**src/rtl/thread_fetch.sv**
```systemverilog
// Two-thread round-robin instruction fetch with a single output register,
// per-thread redirect/halt, and squash of a held instruction whose thread is redirected or halted.
module thread_fetch #(
    parameter int               WIDTH    = 16,
    parameter logic [WIDTH-1:0] PC0_INIT = '0,
    parameter logic [WIDTH-1:0] PC1_INIT = {{(WIDTH-1){1'b0}}, 1'b1}
) (
    input  logic             clk,
    input  logic             reset,
    output logic [WIDTH-1:0] imem_addr,
    input  logic [WIDTH-1:0] imem_rdata,
    output logic             instr_valid,
    input  logic             instr_ready,
    output logic [WIDTH-1:0] instr,
    output logic             instr_tid,
    output logic [WIDTH-1:0] instr_pc,
    input  logic             redir_valid,
    input  logic             redir_tid,
    input  logic [WIDTH-1:0] redir_pc,
    input  logic             halt_valid,
    input  logic             halt_tid,
    output logic             halted
);

    logic [1:0][WIDTH-1:0] pc;
    logic [1:0]            run;
    logic                  valid_q;
    logic                  last_tid;

    logic [1:0] redir_hit, halt_hit, elig, run_next;
    logic       squash, slot_free, has_sel, sel, fetch;

    always_comb begin
        redir_hit = '0;
        halt_hit  = '0;
        if (redir_valid) redir_hit[redir_tid] = 1'b1;
        if (halt_valid)  halt_hit[halt_tid]   = 1'b1;
        // A thread being redirected or halted this cycle sits out one fetch slot
        elig      = run & ~redir_hit & ~halt_hit;
        run_next  = run & ~halt_hit;

        squash      = valid_q & (redir_hit[instr_tid] | halt_hit[instr_tid]);
        instr_valid = valid_q & ~squash;
        // A squashed entry is dead, so its slot can be refilled at the same edge
        slot_free   = ~valid_q | squash | instr_ready;

        has_sel = |elig;
        sel     = elig[~last_tid] ? ~last_tid : last_tid;
        fetch   = slot_free & has_sel;

        imem_addr = has_sel ? pc[sel] : pc[last_tid];
    end

    always_ff @(posedge clk or negedge reset) begin
        if (!reset) begin
            pc[0]     <= PC0_INIT;
            pc[1]     <= PC1_INIT;
            run       <= 2'b11;
            valid_q   <= 1'b0;
            instr     <= '0;
            instr_tid <= 1'b0;
            instr_pc  <= '0;
            last_tid  <= 1'b1;
            halted    <= 1'b0;
        end else begin
            run    <= run_next;
            halted <= ~|run_next;

            // Halt beats redirect, and a halted thread ignores redirects
            for (int t = 0; t < 2; t++) begin
                if (redir_hit[t] && run[t] && !halt_hit[t])
                    pc[t] <= redir_pc;
            end

            if (fetch) begin
                valid_q   <= 1'b1;
                instr     <= imem_rdata;
                instr_tid <= sel;
                instr_pc  <= pc[sel];
                pc[sel]   <= pc[sel] + WIDTH'(2);
                last_tid  <= sel;
            end else if (slot_free) begin
                valid_q   <= 1'b0;
            end
        end
    end

endmodule

```
**config.mk**
```make
export PLATFORM = sky130hd
export DESIGN_NAME = thread_fetch
export DESIGN_NICKNAME = d
export VERILOG_FILES = /design/src/rtl/thread_fetch.sv
export SDC_FILE = /design/constraint.sdc
export NUM_CORES = 1
export LEC_CHECK = 0
export ABC_AREA = 1
export CORE_MARGIN = 2
export CORE_UTILIZATION = 47
export CTS_BUF_LIST = sky130_fd_sc_hd__clkbuf_2
export CTS_CLUSTER_DIAMETER = 60
export CTS_CLUSTER_SIZE = 14
export DETAILED_ROUTE_END_ITERATION = 7
export PLACE_DENSITY = 0.76
export SLEW_MARGIN = 20
export SYNTH_ARGS = -nofsm -noshare
export SYNTH_HDL_FRONTEND = slang
export SYNTH_SLANG_ARGS = --single-unit
```
**constraint.sdc**
```tcl
create_clock -name clk -period 2.5 [get_ports clk]
set_input_delay 0.375 -clock clk [delete_from_list [all_inputs] [get_ports clk]]
set_output_delay 0.375 -clock clk [all_outputs]
set_load 0.01 [all_outputs]
```
==> qor.csv <==
stage;metric;value;unit
yosys;synthTopCellsByCount;nand2_1 (203), dfrtp_1 (66), nand3_1 (50);
clock_network;cts_buffers;9;
yosys;syn_inst;513;
global_route;grt_start_max_net_pins;49;
drt;drt_pass1_iterations;7;
drt;drt-initial-drc-count;279;
worst_setup_path;crit_chain;nand3_2 > nand2_4 > buf_6 > nand3_1 > nand2_1 > inv_1 > dlygate4sd2_1;
worst_setup_path;worstRegToRegCells;13;
floorplan;io_pins;90;
timing;rsz0062_at_grt;false;
power_and_ir_drop;p_leak;2.593;nW
drt;drcViolationCount;0;
drt;wl;11100;microns
timing;final.setup.worst_slack;0.08874;ns
yosys;ys_types;30;
flow_run;drv_cap;0;
timing;finalSetupTns;0;ns
yosys;synth_most_common_cell;nand2_1;
yosys;synth_ff_type;dfrtp_1;
drt;wl_per_cell;14.76;microns
final_layout;synthToLayoutAreaGrowth;37.26;%
worst_setup_path;arrival;2.04;ns
placed_design;io_buffers;89;
power_and_ir_drop;sw_frac_of_total;25.60;%
yosys;netlist.top_cell.by_area;dfrtp_1;
clock_network;clock-root-buffer;clkbuf_2;
floorplan;core_area;7807;sq um
timing;fin_crit_sh;96.45;%
worst_setup_path;path_depth;7;
yosys;synthTopCellsByArea;dfrtp_1 (43%), nand2_1 (20%), nand3_1 (6.5%);
floorplan;placementRows;32;
clock_network;cts_tree;built;
yosys;syn_area_per_cell;7.488;sq um
final_layout;n_antenna_cell;0;
timing;slew_violations;0;
clock_network;h-tree-depth;3;
drt;viasPerCell;5.229;
min_path;hold_class;primary input to register;
floorplan;die_x;94.41;microns
worst_setup_path;crit_required;2.12;ns
placed_design;gp_congestion;0.8919;
timing;hold_slack;0.3360;ns
global_route;grt.overflow.total;0;
power_and_ir_drop;p_clk_share;35.3;%
yosys;synth.ff_latch_count;70;
yosys;synth.net_count;552;
worst_setup_path;slowest_stage;dfstp_2;
clock_network;cts_buffer_depth;2;
min_path;min-delay-start;imem_rdata[12];
timing;setup_viol;0;
worst_setup_path;critical_path_class;register to output port;
yosys;synth-edff-count;0;
timing;finalHoldViolCount;0;
final_layout;drive_gt1_share;18.15;%
clock_network;cts.clk_slew.worst_paths;0.23;ns
clock_network;clkSinkCount;70;
timing;finalClockSkew;0.03762;ns
yosys;syn_area;3841;sq um
worst_setup_path;worstSetupStartpoint;run[1];
timing;max_freq;414.7;MHz
final_layout;fin_util;67.53;%
worst_setup_path;end_kind;output port;
placed_design;dp_hpwl;7954;microns
placed_design;post-place-ws;-0.1124;ns
drt;drtAntennaViolNets;0;
worst_setup_path;worst_setup_path_start_kind;register;
drt;vias;3932;
power_and_ir_drop;p_total;1.921;mW
worst_setup_path;critPathCapture;imem_addr[3];
worst_setup_path;critPathMaxFanout;13;
yosys;async_flop_share;100.0;%
worst_setup_path;crit_family;flip-flops;
global_route;grt_pass1_vias;3908;
timing;min_period;2.411;ns
worst_setup_path;critPathBufInv;3;
global_route;grt_pass1_wl;18140;microns
power_and_ir_drop;p_comb_share;5.6;%
global_route;antenna_found_initial;0;
worst_setup_path;r2r_setup_slack;0.36;ns
run_status;status;completed;
power_and_ir_drop;p_per_area;364.3;nW/um^2
worst_setup_path;r2r_end;pc[14];
power_and_ir_drop;seqPwrFrac;59.1;%
power_and_ir_drop;ir_drop;208.9;uV
global_route;grt.total_usage;26.33;%
yosys;ys_warn_count;0;
power_and_ir_drop;power_switching;0.4918;mW
worst_setup_path;slowest_delay;0.62;ns
floorplan;start_util;49.20;%
timing;relSlewSlack;60.80;%
floorplan;die_area;8912;sq um
clock_network;worstSkewPairLatency;0.53;ns
yosys;yosys.area.top_type_share;43.00;%
worst_setup_path;worstReg2RegStart;run[1];
final_layout;final_nets;684;
timing;tightest_slew;0.5880;ns
floorplan;die_h;94.41;microns
yosys;synth_seq_area_share;45.73;%
power_and_ir_drop;p_int;1.429;mW
## metrics by stage
stage,instance area [sq um],cells
final,5273,752
after global placement,5160,734
after floorplan,3841,513
after global routing,5273,752
after CTS,5283,752
after detailed placement,5160,734
## repair_timing
action / CTS / global route
buffers inserted: 1 / 0
endpoints found under the setup margin: 16 / 4
endpoints found under the hold margin: 22 / 0
hold buffers: 1 / 0
resized for setup: 18 / 7
## sequential cells by signal, summed over array words and instances (netlist names)
signal	flops
pc	32
instr	16
instr_pc	16
run	2
halted	1
instr_tid	1
last_tid	1
valid_q	1
## power by group through the flow
stage / logic [mW] / registers, mW / clock network (mW)
after CTS: 0.110 / 1.13 / 0.682
after detailed placement: 0.108 / 1.15 / 0
after global routing: 0.118 / 1.14 / 0.735
after floorplan: 0.0101 / 1.15 / 0
after global placement: 0.106 / 1.15 / 0
final: 0.108 / 1.13 / 0.678
## worst register-to-register path: cells and delay by family, from the launching register on
kind | cells | cell delay [ns]
AND/OR/NAND/NOR | 11 | 1.13
flip-flops | 1 | 0.62
buffers and inverters | 2 | 0.30
## logic make-up after synthesis
kind of cell,count (synthesis),share of synthesized area (%)
muxes,2,0.5863
xor gates and xnor gates,2,0.4561
DFF,70,45.73
buffers and inverters,68,7.590
and+or+nand+nor,307,36.19
AOI/OAI and AO/OA,64,9.446
## worst min path at each step
stage / endpoint / slack (ns) / cells past startpoint
global route: instr[7] / 0.32 / 3
global placement: pc[1] / 0.39 / 1
CTS: instr[12] / 0.34 / 3
finish: instr[12] / 0.34 / 3
floorplan: halted / 0.08 / 0
detailed placement: pc[1] / 0.40 / 1
## area by class of cell
| type | instances | area [sq um] |
|---|---|---|
| multi-input combinational | 375 | 1793 |
| clock inverter | 7 | 72.57 |
| clock buffer | 9 | 45.04 |
| sequential | 70 | 1757 |
| timing repair buffer | 142 | 1301 |
| tap | 102 | 127.6 |
| inverter | 47 | 176.4 |
| fill | 690 | 2535 |
## cell usage in the layout (no fill, tap or decap), types with 2 or more instances in the layout
| cell type | n |
|---|---|
| dfrtp_1 | 66 |
| a21oi_1 | 4 |
| o21ai_0 | 40 |
| nand3b_1 | 2 |
| dlygate4sd2_1 | 12 |
| clkinv_4 | 2 |
| nand3_1 | 50 |
| buf_6 | 2 |
| nor2_2 | 4 |
| nand4_1 | 3 |
| o211ai_1 | 14 |
| buf_12 | 3 |
| o21ai_1 | 3 |
| clkdlybuf4s50_1 | 72 |
| nand4_4 | 2 |
| nor2_4 | 5 |
| xor2_1 | 2 |
| clkbuf_2 | 12 |
| nand2_4 | 2 |
| inv_1 | 42 |
| dfstp_2 | 4 |
| buf_4 | 47 |
| nand2_1 | 203 |
| nand3_2 | 2 |
| nand2_2 | 19 |
| mux2_2 | 2 |
| nor2_1 | 14 |
| inv_2 | 5 |
## metal layers
| metal | share of wire, % | GRT usage, % | vias to the layer above |
|---|---|---|---|
| met5 | 0 | 0 | - |
| li1 | - | - | 1903 |
| met4 | 2.9 | 10.99 | 0 |
| met3 | 6.2 | 3.751 | 38 |
| met1 | 43 | 33.51 | 1837 |
| met2 | 48 | 45.12 | 154 |
Note: power is estimated with default switching activity, not from simulation.
